## src/rtl/addac_seq.sv

```systemverilog
// Command sequencer for the 4-bit add/accumulate stage: FIFO-buffered commands,
// fixed setup/strobe/hold drive of the accumulator, and a valid/ready result port.
module addac_seq #(
  parameter int unsigned WIDTH = 4,
  parameter int unsigned DEPTH = 4,
  parameter int unsigned CNT_W = 8
) (
  input  logic             clk,
  input  logic             rst,
  input  logic             cmd_valid,
  output logic             cmd_ready,
  input  logic [1:0]       cmd_op,
  input  logic [WIDTH-1:0] cmd_data,
  output logic [WIDTH-1:0] acc_a,
  output logic             acc_sel0,
  output logic             acc_sel1,
  output logic             acc_iclk,
  input  logic [WIDTH-1:0] acc_s,
  input  logic             acc_cout,
  output logic             res_valid,
  input  logic             res_ready,
  output logic [WIDTH-1:0] res_data,
  output logic             res_cout,
  output logic [CNT_W-1:0] op_count,
  output logic             busy
);

  localparam int unsigned PTR_W  = (DEPTH > 1) ? $clog2(DEPTH) : 1;
  localparam int unsigned FILL_W = PTR_W + 1;

  typedef struct packed {
    logic [1:0]       op;
    logic [WIDTH-1:0] data;
  } cmd_t;

  typedef enum logic [2:0] {
    IDLE   = 3'd0,
    SETUP  = 3'd1,
    STROBE = 3'd2,
    HOLD   = 3'd3,
    RESULT = 3'd4
  } state_t;

  state_t state, state_nxt;

  cmd_t              mem [DEPTH];
  cmd_t              rd_cmd;
  logic [PTR_W-1:0]  wr_ptr, rd_ptr;
  logic [FILL_W-1:0] fill;
  logic              full, empty, push;
  logic              pop, sample, res_fire, iclk_nxt;

  assign full      = (fill == FILL_W'(DEPTH));
  assign empty     = (fill == '0);
  assign push      = cmd_valid && !full;
  assign cmd_ready = !full;
  assign rd_cmd    = mem[rd_ptr];
  assign busy      = (state != IDLE) || !empty;

  // Command storage; contents are don't-care until written, so no reset.
  always_ff @(posedge clk) begin
    if (push) mem[wr_ptr] <= '{op: cmd_op, data: cmd_data};
  end

  // Pointers wrap naturally because DEPTH is a power of two.
  always_ff @(posedge clk or posedge rst) begin
    if (rst) begin
      wr_ptr <= '0;
      rd_ptr <= '0;
      fill   <= '0;
    end else begin
      if (push) wr_ptr <= wr_ptr + PTR_W'(1);
      if (pop)  rd_ptr <= rd_ptr + PTR_W'(1);
      case ({push, pop})
        2'b10:   fill <= fill + FILL_W'(1);
        2'b01:   fill <= fill - FILL_W'(1);
        default: fill <= fill;
      endcase
    end
  end

  always_ff @(posedge clk or posedge rst) begin
    if (rst) state <= IDLE;
    else     state <= state_nxt;
  end

  always_comb begin
    state_nxt = state;
    case (state)
      IDLE:    if (!empty) state_nxt = SETUP;
      SETUP:   state_nxt = STROBE;
      STROBE:  state_nxt = HOLD;
      HOLD:    state_nxt = RESULT;
      RESULT:  if (res_ready) state_nxt = IDLE;
      default: state_nxt = IDLE;
    endcase
  end

  always_comb begin
    pop      = 1'b0;
    sample   = 1'b0;
    res_fire = 1'b0;
    iclk_nxt = 1'b0;
    case (state)
      IDLE:    pop      = !empty;
      SETUP:   iclk_nxt = 1'b1;
      HOLD:    sample   = 1'b1;
      RESULT:  res_fire = res_ready;
      default: ;
    endcase
  end

  // Strobe is registered so it is high for exactly the STROBE cycle.
  always_ff @(posedge clk or posedge rst) begin
    if (rst) begin
      acc_a     <= '0;
      acc_sel0  <= 1'b0;
      acc_sel1  <= 1'b0;
      acc_iclk  <= 1'b0;
      res_valid <= 1'b0;
      res_data  <= '0;
      res_cout  <= 1'b0;
      op_count  <= '0;
    end else begin
      acc_iclk <= iclk_nxt;
      if (pop) begin
        acc_a    <= rd_cmd.data;
        acc_sel0 <= rd_cmd.op[0];
        acc_sel1 <= rd_cmd.op[1];
      end
      if (sample) begin
        res_data  <= acc_s;
        res_cout  <= acc_cout;
        res_valid <= 1'b1;
      end else if (res_fire) begin
        res_valid <= 1'b0;
      end
      if (res_fire) op_count <= op_count + CNT_W'(1);
    end
  end

endmodule

```

## config.mk

```make
export PLATFORM = sky130hd
export DESIGN_NAME = addac_seq
export DESIGN_NICKNAME = d
export VERILOG_FILES = /design/src/rtl/addac_seq.sv
export SDC_FILE = /design/constraint.sdc
export NUM_CORES = 1
export LEC_CHECK = 0
export CAP_MARGIN = 10
export CORE_ASPECT_RATIO = 0.75
export CORE_MARGIN = 1
export CORE_UTILIZATION = 50
export CTS_BUF_LIST = sky130_fd_sc_hd__clkbuf_8
export CTS_CLUSTER_DIAMETER = 80
export CTS_CLUSTER_SIZE = 28
export DETAILED_ROUTE_END_ITERATION = 10
export PLACE_DENSITY = 0.76
export SYNTH_ARGS = -nofsm -noshare
export SYNTH_HDL_FRONTEND = slang
export SYNTH_SLANG_ARGS = --single-unit
```

## constraint.sdc

```tcl
create_clock -name clk -period 2.3 [get_ports clk]
set_input_delay 0.46 -clock clk [delete_from_list [all_inputs] [get_ports clk]]
set_output_delay 0.46 -clock clk [all_outputs]
set_load 0.05 [all_outputs]
```

==> flow_metrics.py, run 1 <==
metrics = {
    "detailed_routing": {
        "drtAntennaViolNets": 0,
        "drc": 0,
        "wl_per_cell_um": 15.5,
        "drt_iter0_drc": 90,
        "num_vias": 1276,
        "drt-pass1-iter-count": 4,
        "vias_per_cell": 5.21,
        "totalWireLength_um": 3800,
    },
    "worst_setup_path": {
        "path_max_fanout": 5,
        "required_ps": 2520,
        "cpPeakStageDelay_ps": 430,
        "criticalPathCategory": "reg2reg",
        "cp-start-kind": "register",
        "r2r_cells": 9,
        "slowest_stage": "or3b_4",
        "arrival_ps": 2440,
        "end_kind": "register",
        "cp_cell_sequence": "or3b_4, and2_4, inv_1, ha_2, inv_1, fa_1, xor2_1, nor2_1, xor2_1",
    },
    "final_layout": {
        "layout-drive-gt1-share_pct": 20.0,
        "finalNetCount": 211,
        "fill_cells": 302,
        "final_cells": 245,
        "utilization_pct": 66.8,
        "area_growth_pct": 23.6,
        "num_antenna_cells": 0,
    },
    "cts": {
        "clock_latency_ps": 310,
        "cts_buffers": 5,
        "cts_max_level": 2,
        "cts_sinks": 55,
        "cts_tree": "yes",
        "clk_pin_slew_ps": 110,
        "cts-root-buf": "clkbuf_8",
        "holdBufCountCts": 0,
        "cts_buffer_depth": 2,
    },
    "yosys": {
        "netlist_instances": 145,
        "synthDistinctLibCells": 31,
        "synth_common_cells": "dfrtp_1 (31), edfxtp_1 (24), mux2_2 (11)",
        "syn_nets": 167,
        "async_reset_ff_share_pct": 56.4,
        "synth_top_area_cell": "dfrtp_1",
        "syn-cell-area_sq_um": 2270,
        "ys.flop_type": "dfrtp_1",
        "ys_seq_area_share_pct": 65.9,
        "netlist_top_cells_area": "dfrtp_1 (34%), edfxtp_1 (32%), mux4_2 (6.0%)",
        "synth-edff-count": 24,
        "synthesis.yosys.warnings": 0,
        "synth_seq_cells": 55,
        "synth.most_common_cell": "dfrtp_1",
        "syn_avg_cell_area_sq_um": 15.7,
        "synth_top_area_share_pct": 34.2,
    },
    "floorplanning": {
        "die_w_um": 79.8,
        "start_util_pct": 54.0,
        "dieArea_sq_um": 4820,
        "die_h_um": 60.4,
        "std_cell_rows": 20,
        "io_pins": 38,
        "fp.coreArea_sq_um": 4200,
    },
    "timing": {
        "fin_crit_ps": 2210,
        "setup_viol": 0,
        "fin_worst_skew_ps": 13.0,
        "hold-worst-slack_ps": 475,
        "hold_viol": 0,
        "worst_slew_pin_slew_ps": 503,
        "maxSlewViolCount": 0,
        "fin_crit_sh_pct": 96.2,
        "slew_headroom_pct": 66.4,
        "fmax_ghz": 0.452,
    },
    "status": {
        "status": "finished clean",
    },
    "grt": {
        "grt_pass1_wl_um": 6320,
        "first_global_vias": 1298,
        "grt_max_degree": 32,
        "grt_usage_pct": 18.7,
        "gr-total-overflow": 0,
        "antenna_found_initial": 0,
    },
    "placed_design": {
        "hpwl_um": 2710,
        "place.gp.congestion": 0.709,
        "dp_cells": 234,
        "portBuffers": 37,
    },
    "hold_path": {
        "hold_depth": 1,
        "hold_class": "reg2reg",
    },
    "power_and_ir_drop": {
        "power_frac_seq_pct": 40.9,
        "p_leak_nw": 1.14,
        "p_sw_w": 0.00160,
        "vdd_drop_max_mv": 0.841,
        "p_clk_share_pct": 13.1,
        "total_power_w": 0.00400,
        "swShare_pct": 40.0,
        "pwr-share-comb_pct": 46.0,
        "powerDensity_nw_per_um2": 1430,
        "intPower_w": 0.00240,
    },
    "flow_run": {
        "maxCapViolCount": 0,
    },
}
-- worst paths after layout --
check                             from          end  slack (ps)
setup / recovery               fill[1]      fill[2]          90
hold / removal             op_count[7]  op_count[7]         480
setup reg to reg               fill[1]      fill[2]          90
hold reg to reg            op_count[7]  op_count[7]         480
max in group asynchronous          rst     acc_a[1]        1480
min in group asynchronous          rst     state[0]         520
-- metrics by stage --
stage,area (sq um),setup slack (ps),TNS [ps]
6_report,2810,88.2,0
5_1_grt,2810,-0.357,-0.357
2_1_floorplan,2270,110,0
4_1_cts,2780,29.8,0
3_5_place_dp,2700,-34.9,-34.9
3_3_place_gp,2700,119,0
-- worst max-delay path, delay by kind of cell (launching register included) --
kind                       cells  cell delay, ps
and+or+nand+nor                3             760
adders and majority gates      2             540
DFF                            1             400
xor gates and xnor gates       2             320
buffers and inverters          2             110
-- power by group through the flow --
stage / registers [W] / logic (W) / clock network [W]
floorplan: 0.00203 / 0.000923 / 0
global placement: 0.00163 / 0.00177 / 0
detailed placement: 0.00167 / 0.00183 / 0
CTS: 0.00165 / 0.00183 / 0.000542
global route: 0.00169 / 0.00198 / 0.000586
finish: 0.00164 / 0.00184 / 0.000526
-- sequential cells by signal, summed over array words and instances (netlist names) --
name,flops
acc_a,4
acc_sel0,1
res_valid,1
acc_sel1,1
op_count,8
rd_ptr,2
fill,3
res_data,4
res_cout,1
acc_iclk,1
mem,24
wr_ptr,2
state,3
-- cells in the final DEF, fill, tap and decap left out, types with 2 or more instances in the layout --
master           netlist  routed
inv_1                  8       8
xnor2_1                9       9
clkdlybuf4s50_1        0      35
mux4_2                 6       6
nor2_1                 5       5
nand4_1                3       3
dfrtp_1               31      31
buf_4                  1       6
nor3_1                 3       3
mux2_2                11      11
edfxtp_1              24      24
clkbuf_8               0       5
ha_1                   6       5
nand2_1                8       8
clkinv_2               0       2
nand3_1                2       2
xor2_1                 5       5
and3_1                 5       5
-- cell families after synthesis --
| logic type | Yosys count | share of synthesized area, % |
|---|---|---|
| buf+inv | 13 | 2.48 |
| simple gates | 36 | 9.31 |
| fa+ha+maj | 7 | 4.19 |
| xor+xnor | 14 | 5.40 |
| flops | 55 | 65.9 |
| compound gates | 1 | 0.220 |
| mux | 19 | 12.5 |
-- area by class of cell --
type / instances / area, sq um / share of cell area, %
timing repair buffer: 42 / 404 / 14.4
inverter: 8 / 30.0 / 1.07
sequential: 55 / 1500 / 53.3
clock buffer: 5 / 68.8 / 2.45
multi-input combinational: 77 / 721 / 25.7
tap: 55 / 68.8 / 2.45
clock inverter: 3 / 18.8 / 0.668
-- repair_timing --
| item | 4_1_cts | 5_1_grt |
|---|---|---|
| endpoints found under the setup margin | 1 | 1 |
| setup buffers | 0 | 3 |
| pin swaps | 0 | 3 |
| resized for setup | 1 | 1 |
| cloned | 0 | 0 |
-- per-layer routing --
layer / GRT usage, % / vias up / wire (um)
met5: 0 / - / 0
met1: 24.9 / 654 / 1760
met3: 4.96 / 2 / 118
met2: 30.2 / 19 / 1890
met4: 7.14 / 0 / 29
li1: - / 601 / -
No activity file was read; power rests on OpenSTA's default activity.
==> inputs of run 2 (changes only) <==
--- a/config.mk
+++ b/config.mk
@@ -6,14 +6,16 @@
 export NUM_CORES = 1
 export LEC_CHECK = 0
 export CAP_MARGIN = 10
+export CELL_PAD_IN_SITES_DETAIL_PLACEMENT = 1
+export CELL_PAD_IN_SITES_GLOBAL_PLACEMENT = 1
 export CORE_ASPECT_RATIO = 0.75
 export CORE_MARGIN = 1
-export CORE_UTILIZATION = 50
+export CORE_UTILIZATION = 35
 export CTS_BUF_LIST = sky130_fd_sc_hd__clkbuf_8
 export CTS_CLUSTER_DIAMETER = 80
 export CTS_CLUSTER_SIZE = 28
 export DETAILED_ROUTE_END_ITERATION = 10
-export PLACE_DENSITY = 0.76
+export PLACE_DENSITY_LB_ADDON = 0.1
 export SYNTH_ARGS = -nofsm -noshare
 export SYNTH_HDL_FRONTEND = slang
 export SYNTH_SLANG_ARGS = --single-unit
==> run 2 against run 1 <==
Effect of this change:
- wire length increased by 15%
- register-to-register slack improved by 80 ps
- die area grew 41%
- final cell count is 11% higher
- final area grew 2.8%
- total power increased by 4.7%
- non-clock buffer count increased by 2
- sequential cell count unchanged
- worst setup slack improved by 80 ps
- clock skew decreased by 8.2 ps
- critical endpoint unchanged
- largest cell class unchanged
==> flow_metrics.py, run 2 (same netlist as run 1, synthesis figures left out) <==
metrics = {
    "final_layout": {
        "num_antenna_cells": 0,
        "largest_reg_flops": 24,
        "layout_commonest_cell": "clkdlybuf4s50_1",
        "regArea_sq_um": 1500,
        "area_growth_pct": 27.1,
        "fin_area_sq_um": 2890,
        "layout-drive-gt1-share_pct": 20.8,
        "fill_cells": 626,
        "reg_top3": "mem (24), op_count (8)",
        "mostFrequentLayoutCells": "clkdlybuf4s50_1 (35), dfrtp_1 (31), edfxtp_1 (24), mux2_2 (11), xnor2_1 (9)",
        "multi_input_area_sq_um": 721,
        "finalNetCount": 213,
        "top_register": "mem",
    },
    "detailed_routing": {
        "drtAntennaViolNets": 0,
        "drc": 0,
        "met3_length_um": 155,
        "wl_met1_um": 2010,
        "num_vias": 1281,
        "drt_iter0_drc": 42,
        "wl_per_cell_um": 16.0,
        "wl_met2_um": 2160,
        "vias_per_cell": 4.69,
        "top_layer": "met4",
        "drt-pass1-iter-count": 4,
        "totalWireLength_um": 4370,
    },
    "power_and_ir_drop": {
        "p_leak_nw": 1.17,
        "total_power_w": 0.00419,
        "powerDensity_nw_per_um2": 1450,
        "vdd_drop_max_mv": 0.488,
    },
    "cts": {
        "clock_latency_ps": 300,
        "clk_pin_slew_ps": 100,
        "holdBufCountCts": 0,
        "cts_max_level": 2,
        "cts_tree": "yes",
        "cts_buffers": 5,
        "cts_buffer_depth": 2,
        "cts_sinks": 55,
        "cts-root-buf": "clkbuf_8",
    },
    "placed_design": {
        "hpwl_um": 3040,
        "portBuffers": 37,
        "postPlaceCellArea_sq_um": 2740,
        "place.gp.congestion": 0.720,
    },
    "timing": {
        "hold_viol": 0,
        "slew_headroom_pct": 65.7,
        "fin_crit_ps": 2130,
        "setup_viol": 0,
        "fmax_ghz": 0.469,
        "fin_crit_sh_pct": 92.7,
        "maxSlewViolCount": 0,
        "fin_worst_skew_ps": 4.83,
        "worst_slew_pin_slew_ps": 513,
    },
    "floorplanning": {
        "io_pins": 38,
        "std_cell_rows": 25,
        "fp.coreArea_sq_um": 6290,
        "die_w_um": 95.0,
        "dieArea_sq_um": 6820,
        "start_util_pct": 36.1,
        "die_h_um": 71.8,
    },
    "grt": {
        "grt_pass1_wl_um": 7180,
        "antenna_found_initial": 0,
        "grt_usage_pct": 14.3,
        "gr-total-overflow": 0,
        "first_global_vias": 1407,
        "grt_max_degree": 32,
    },
    "worst_setup_path": {
        "criticalPathCategory": "reg2reg",
        "required_ps": 2490,
        "regToRegSetupSlack_ps": 170,
        "cp-start-kind": "register",
        "arrival_ps": 2330,
        "end_kind": "register",
        "path_max_fanout": 3,
    },
    "flow_run": {
        "maxCapViolCount": 0,
    },
    "hold_path": {
        "hold_class": "reg2reg",
    },
    "status": {
        "status": "finished clean",
    },
}
[run 2: metrics by stage]
| stage | hold slack (ps) | setup TNS (ps) | util [%] | instances | worst slack (ps) |
|---|---|---|---|---|---|
| 2_1_floorplan | 447 | 0 | - | 145 | 110 |
| 3_3_place_gp | 459 | 0 | 43.6 | 262 | 110 |
| 3_5_place_dp | 480 | 0 | 43.6 | 262 | 37.1 |
| 4_1_cts | 503 | 0 | 45.5 | 270 | 90.6 |
| 5_1_grt | 536 | -5.19 | 45.9 | 273 | -5.19 |
| 6_report | 491 | 0 | 45.9 | 273 | 169 |
[run 2: area by class of cell]
cell class	instances	share of cell area, %
Clock buffer	6	2.86
Clock inverter	2	1.21
Inverter	8	1.04
Multi-Input combinational cell	77	25.0
Sequential cell	55	51.9
Tap cell	81	3.51
Timing Repair Buffer	44	14.5
[run 2: power breakdown]
part | internal (W) | switching (W) | leakage [nW]
Sequential | 0.00136 | 0.000253 | 0.598
Combinational | 0.000851 | 0.00107 | 0.508
Clock | 0.000353 | 0.000303 | 0.0612
Total | 0.00257 | 0.00162 | 1.17
[run 2: worst max-delay path, stage by stage (launching register included)]
cell	delay (ps)
dfrtp_1	400
or3b_4	410
and2_4	180
inv_1	50
ha_2	180
inv_1	50
fa_1	370
xor2_1	150
nor2_1	70
xor2_1	150
[run 2: layer usage]
layer / vias to the layer above / GRT usage (%)
met5: - / 0
met4: 0 / 5.05
met3: 5 / 3.08
met2: 26 / 23.0
met1: 648 / 19.1
li1: 602 / -
[run 2: path summary, 6_finish.rpt]
path / start / endpoint / cells after the start
worst max-delay path: fill[1] / fill[2] / 9
worst min-delay path: res_valid / res_valid / 2
worst max register to register: fill[1] / fill[2] / 9
worst min register to register: res_valid / res_valid / 2
max in group asynchronous: rst / acc_a[1] / 3
min in group asynchronous: rst / res_data[0] / 3
[run 2: what timing repair did]
item                                   4_1_cts  5_1_grt
gates cloned                                 0        0
resized for setup                            1        1
setup buffers                                0        3
setup endpoints to repair                    1        1
pin swaps                                    0        2
endpoints found under the hold margin        0        0
==> inputs of run 3 (changes only) <==
--- a/config.mk
+++ b/config.mk
@@ -13,7 +13,7 @@
 export CORE_UTILIZATION = 35
 export CTS_BUF_LIST = sky130_fd_sc_hd__clkbuf_8
 export CTS_CLUSTER_DIAMETER = 80
-export CTS_CLUSTER_SIZE = 28
+export CTS_CLUSTER_SIZE = 12
 export DETAILED_ROUTE_END_ITERATION = 10
 export PLACE_DENSITY_LB_ADDON = 0.1
 export SYNTH_ARGS = -nofsm -noshare
==> results of run 3 <==
No change in the layout: final DEF, timing and power equal those of run 2.
==> edit 1: new RTL, settings of run 3 <==
Make the reset (`rst`) synchronous in 3 clocked blocks.
--- a/src/rtl/addac_seq.sv
+++ b/src/rtl/addac_seq.sv
@@ -63,7 +63,7 @@
   end
 
   // Pointers wrap naturally because DEPTH is a power of two.
-  always_ff @(posedge clk or posedge rst) begin
+  always_ff @(posedge clk) begin
     if (rst) begin
       wr_ptr <= '0;
       rd_ptr <= '0;
@@ -79,7 +79,7 @@
     end
   end
 
-  always_ff @(posedge clk or posedge rst) begin
+  always_ff @(posedge clk) begin
     if (rst) state <= IDLE;
     else     state <= state_nxt;
   end
@@ -111,7 +111,7 @@
   end
 
   // Strobe is registered so it is high for exactly the STROBE cycle.
-  always_ff @(posedge clk or posedge rst) begin
+  always_ff @(posedge clk) begin
     if (rst) begin
       acc_a     <= '0;
       acc_sel0  <= 1'b0;
Function: differs if rst is asserted again (counterexample within 4 cycles, from zero or initial values and one cycle with rst high); with rst held inactive, the same outputs for 10 cycles.
==> edit 1 against run 3 <==
Critical path depth shrank 1; fmax shrank 1.5%; total power shrank 25%; final area shrank 0.65%; worst setup slack lost 0.033 ns; area after synthesis shrank 0.39%; sequential share of layout area shrank 4.9 points; largest power group unchanged; count of clock-buffer cells in the layout is the same; routed wire length grew 18%; clock skew grew 0.0056 ns; global-route usage grew 2.6 points; sequential cell count is the same.
==> edit 1: results (changes against run 3) <==
drt pass-1 iters = 4 (unchanged)
r2r setup slk = 0.14 ns (was 0.17 ns)
placed cell count = 302 (was 262)
top post-synthesis cells by area = edfxtp_1 (32%), dfxtp_1 (27%), mux4_2 (6.0%) (was dfrtp_1 (34%), edfxtp_1 (32%), mux4_2 (6.0%))
Nets = 253 (was 213)
Static Leak = 1.032 nW (was 1.167 nW)
Place WS = 0.01361 ns (was 0.03714 ns)
vias in the first global route = 1730 (was 1407)
HP Start = res_valid (unchanged)
Final Instance Count excl. Fillers = 310 (was 273)
post-detail-place hpwl = 3982 um (was 3042 um)
total placed instance area = 2756 um2 (was 2744 um2)
post-CTS setup repair buffer count = 0 (unchanged)
pin count of the biggest net entering global routing = 17 (was 32)
gpl congestion = 0.7291 (was 0.7200)
Synth async-reset ratio = 0% (was 56.36%)
crit path launch = state[2] (was fill[1])
Slowest cell on crit path = or3_1 (was or3b_4)
Clock Latency Late Sink = 0.30 ns (about the same)
WHS Endpoint = res_valid (unchanged)
Unique masters post-synth = 34 (was 31)
via count = 1608 (was 1281)
Clock Skew = 0.01042 ns (was 0.004829 ns)
CP Capture Point = fill[2] (unchanged)
H-Tree Level Count = 2 (unchanged)
Syn Area/Cell = 12.10 um2 (was 15.66 um2)
Syn Nets = 209 (was 167)
Levels on crit path = 8 (was 9)
Resized cells post-CTS = 1 (unchanged)
top cells by count, synth = dfxtp_1 (31), edfxtp_1 (24), a21oi_1 (18), nor2_1 (14) (was dfrtp_1 (31), edfxtp_1 (24), mux2_2 (11), xnor2_1 (9))
register area share after synthesis = 59.29% (was 65.90%)
max_cap viols = 0 (unchanged)
XOR/XNOR share of the synthesized area = 1.549% (was 5.399%)
Top delay family on crit path = simple AND/OR/NAND/NOR gates (unchanged)
Synth Area in Compound Gates = 8.518% (was 0.2204%)
GRT Resource Usage Total = 16.82% (was 14.27%)
Max VDD drop = 0.5226 mV (was 0.4884 mV)
final WL = 5145 um (was 4367 um)
Worst Path Max Fanout = 2 (was 3)
Min-Delay Path Class = reg -> reg (unchanged)
Adder-Cell Fraction of Synth Area = 4.204% (was 4.187%)
mux cell area share after synthesis = 9.126% (was 12.51%)
first-pass GRT wire length = 8576 um (was 7176 um)
CTS Buf Count = 5 (unchanged)
minimum hold slack = 0.4645 ns (was 0.4911 ns)
outcome = completed (unchanged)
DR iter-0 viols = 70 (was 42)
ant diodes = 0 (unchanged)
EDFF count, synth = 24 (unchanged)
Tightest Pin Transition = 0.5559 ns (was 0.5126 ns)
Reg clk slew, reported paths = 0.09 ns
layout cells sized above 1 = 15.95% (was 20.83%)
P_int = 1.933 mW (was 2.568 mW)
worst path arrival time = 2.39 ns (was 2.33 ns)
max incr delay on CP = 0.41 ns (about the same)
PnR worst setup slack = 0.1358 ns (was 0.1686 ns)
[edit 1: changes by cell type after synthesis, sizes merged, moves of 4 or more]
| cell | before | now |
|---|---|---|
| nand2 | 9 | 5 |
| a21oi | 0 | 18 |
| nor2 | 5 | 14 |
| mux2i | 1 | 6 |
| dfxtp | 0 | 31 |
| nand3 | 2 | 11 |
| or3 | 1 | 7 |
| xnor2 | 9 | 1 |
| mux2 | 12 | 1 |
| dfrtp | 31 | 0 |
| clkbuf | 0 | 4 |
| o21ai | 1 | 11 |
[edit 1: area by class of cell]
class / count / area [um2]
Tap cell: 78 / 97.59
Timing Repair Buffer: 49 / 455.4
Inverter: 7 / 26.28
Fill cell: 660 / 3139
Clock buffer: 6 / 82.58
Multi-Input combinational cell: 113 / 849.6
Sequential cell: 55 / 1346
Clock inverter: 2 / 8.758
[edit 1: routing by layer]
| metal | track usage, % | routed length, um | vias to the layer above |
|---|---|---|---|
| met5 | 0 | 0 | - |
| met3 | 3.928 | 186 | 4 |
| met1 | 20.79 | 2267 | 808 |
| met4 | 3.704 | 40 | 0 |
| li1 | - | - | 769 |
| met2 | 29.90 | 2651 | 27 |
[edit 1: power groups by stage]
stage	clock, mW	sequential (mW)	combinational [mW]
after floorplan	0	1.45	0.705
after global placement	0	1.29	1.23
after detailed placement	0	1.30	1.31
after CTS	0.552	1.28	1.31
after global routing	0.597	1.31	1.43
final	0.530	1.28	1.32
[edit 1: kinds of logic (layout without fill, tap and decap cells)]
group           count (synthesis)  in the layout
fa+ha+maj                       7              7
buf+inv                        19             64
flops                          55             55
xor+xnor                        4              4
compound gates                 35             35
simple gates                   54             54
mux                            13             13
==> edit 2: new RTL, flow settings as in run 3 <==
Without the edit above. The parameter `CNT_W` goes from 8 to 10.
--- a/src/rtl/addac_seq.sv
+++ b/src/rtl/addac_seq.sv
@@ -3,7 +3,7 @@
 module addac_seq #(
   parameter int unsigned WIDTH = 4,
   parameter int unsigned DEPTH = 4,
-  parameter int unsigned CNT_W = 8
+  parameter int unsigned CNT_W = 10
 ) (
   input  logic             clk,
   input  logic             rst,
Ports: changed (resized op_count); port bits go from 38 to 40. No check against the original RTL was run, so the function may have changed too.
==> edit 2 against run 3 <==
Routed wire length is 8.2% higher; global-route usage is 0.62 points higher; count of clock-buffer cells in the layout is 3 higher; register-to-register slack worse by 0.03 ns; sequential cell count is 2 higher; total power is 3.6% higher; first-iteration DRC count is 21% lower; area after synthesis is 4.7% higher; worst setup slack worse by 0.045 ns; die area is 4.6% higher; final area is 6.2% higher; largest power group unchanged.
==> edit 2: results (changes against run 3) <==
outcome = completed (unchanged)
Critical Path RT = 1.84 ns (was 2.49 ns)
Clock Skew = 0.01044 ns (was 0.004829 ns)
Static Leak = 1.251 nW (was 1.167 nW)
first-pass GRT wire length = 7686 um (was 7176 um)
number of port buffers = 39 (was 37)
Place WS = 0.008696 ns (was 0.03714 ns)
post-detail-place hpwl = 3328 um (was 3042 um)
Nets = 229 (was 213)
Min-Delay Path Class = reg -> reg (unchanged)
layout cells sized above 1 = 22.17% (was 20.83%)
GRT Resource Usage Total = 14.88% (was 14.27%)
vias in the first global route = 1500 (was 1407)
H-Tree Level Count = 3 (was 2)
mux cell area share after synthesis = 11.79% (was 12.51%)
Synth async-reset ratio = 57.89% (was 56.36%)
Top delay family on crit path = buffers and inverters (was simple AND/OR/NAND/NOR gates)
Hold Vio Cnt, Final = 0 (unchanged)
XOR/XNOR share of the synthesized area = 5.895% (was 5.399%)
root buffer cell = clkbuf_8 (unchanged)
Slowest cell on crit path = dfrtp_1 (was or3b_4)
Via-to-Cell Ratio = 4.706 (was 4.692)
top cells by count, synth = dfrtp_1 (33), edfxtp_1 (24), mux2_2 (12), xnor2_1 (12) (was dfrtp_1 (31), edfxtp_1 (24), mux2_2 (11), xnor2_1 (9))
Max VDD drop = 0.6094 mV (was 0.4884 mV)
Unique masters post-synth = 31 (unchanged)
Ys Warns = 0 (unchanged)
Post-Synthesis Cells = 151 (was 145)
Max Slew Vio Count = 0 (unchanged)
placed cell count = 272 (was 262)
commonest register cell after synthesis = dfrtp_1 (unchanged)
top post-synthesis cells by area = dfrtp_1 (35%), edfxtp_1 (30%), mux2_2 (5.7%) (was dfrtp_1 (34%), edfxtp_1 (32%), mux4_2 (6.0%))
pin count of the biggest net entering global routing = 34 (was 32)
Adder-Cell Fraction of Synth Area = 4.000% (was 4.187%)
EDFF count, synth = 24 (unchanged)
CTS max path bufs = 2 (unchanged)
drt pass-1 iters = 4 (unchanged)
gpl congestion = 0.7250 (was 0.7200)
ant diodes = 0 (unchanged)
Tightest Pin Transition = 0.5147 ns (was 0.5126 ns)
final WL = 4727 um (was 4367 um)
Clock Latency Late Sink = 0.34 ns (was 0.30 ns)
Top Registers = mem (24), op_count (10) (was mem (24), op_count (8))
Syn Nets = 173 (was 167)
CTS Buf Count = 9 (was 5)
DR iter-0 viols = 33 (was 42)
initial antenna violation count = 0 (unchanged)
Synth Area in Compound Gates = 0.2105% (was 0.2204%)
max incr delay on CP = 0.41 ns (about the same)
register area share after synthesis = 65.05% (was 65.90%)
Worst Path Max Fanout = 6 (was 3)
via count = 1379 (was 1281)
Reg clk slew, reported paths = 0.07 ns (was 0.10 ns)
==> edit 2: cell count changes after synthesis, sizes merged, moves of 2 or more <==
cell   change
xnor2      +3
nand3      +2
and4       +2
dfrtp      +2
==> edit 2: logic make-up (layout without fill, tap and decap cells) <==
kind of cell | Yosys count | after routing
mux | 19 | 19
fa+ha+maj | 7 | 7
xor+xnor | 16 | 16
flops | 57 | 57
simple gates | 39 | 39
compound gates | 1 | 1
buf+inv | 12 | 73
==> edit 2: cell type report <==
| cell class | instances | area [um2] |
|---|---|---|
| inverter | 8 | 30.03 |
| fill | 665 | 3378 |
| timing repair buffer | 49 | 461.7 |
| clock inverter | 7 | 30.03 |
| clock buffer | 9 | 123.9 |
| multi-input combinational | 82 | 772.0 |
| sequential | 57 | 1546 |
| tap | 81 | 101.3 |
==> edit 2: per-layer routing <==
| layer | GRT usage (%) | vias to the layer above | share of wire, % |
|---|---|---|---|
| met5 | 0 | - | 0 |
| met1 | 18.12 | 693 | 45 |
| met4 | 4.975 | 0 | 1.0 |
| met3 | 6.946 | 6 | 4.7 |
| li1 | - | 650 | - |
| met2 | 23.63 | 30 | 49 |
==> edit 2: path summary, 6_finish.rpt <==
path | start | slack [ns] | end | cells past startpoint
setup / recovery | fill[0] | 0.12 | cmd_ready | 3
hold / removal | op_count[9] | 0.48 | op_count[9] | 1
setup reg to reg | fill[0] | 0.14 | fill[2] | 9
hold reg to reg | op_count[9] | 0.48 | op_count[9] | 1
max in group asynchronous | rst | 1.47 | res_data[2] | 3
min in group asynchronous | rst | 0.52 | op_count[2] | 3
==> edit 2: worst reg2reg max path, stage by stage (launching register included) <==
cell and delay [ns]:
dfrtp_1 0.41, or3b_4 0.41, and2_4 0.18, inv_1 0.05, ha_2 0.18, inv_1 0.06, fa_1 0.37, xor2_1 0.15
nor2_1 0.13, xor2_1 0.14
==> edit 2: what timing repair did <==
action / CTS / global route
resized for setup: 1 / 1
setup buffers: 0 / 5
setup endpoints to repair: 1 / 1
pin swaps: 0 / 3
==> edit 2: per-stage QoR <==
step	area, um2	hold WS (ns)
floorplan	2377	0.4475
global placement	2873	0.4625
detailed placement	2873	0.4712
CTS	3025	0.4803
global route	3065	0.5048
finish	3065	0.4800
==> edit 2: report_power, final <==
| part | total (mW) | internal [mW] | leakage [nW] | switching (mW) |
|---|---|---|---|---|
| combinational | 1.96 | 0.867 | 0.535 | 1.09 |
| sequential | 1.64 | 1.40 | 0.626 | 0.236 |
| clock | 0.742 | 0.368 | 0.0902 | 0.374 |
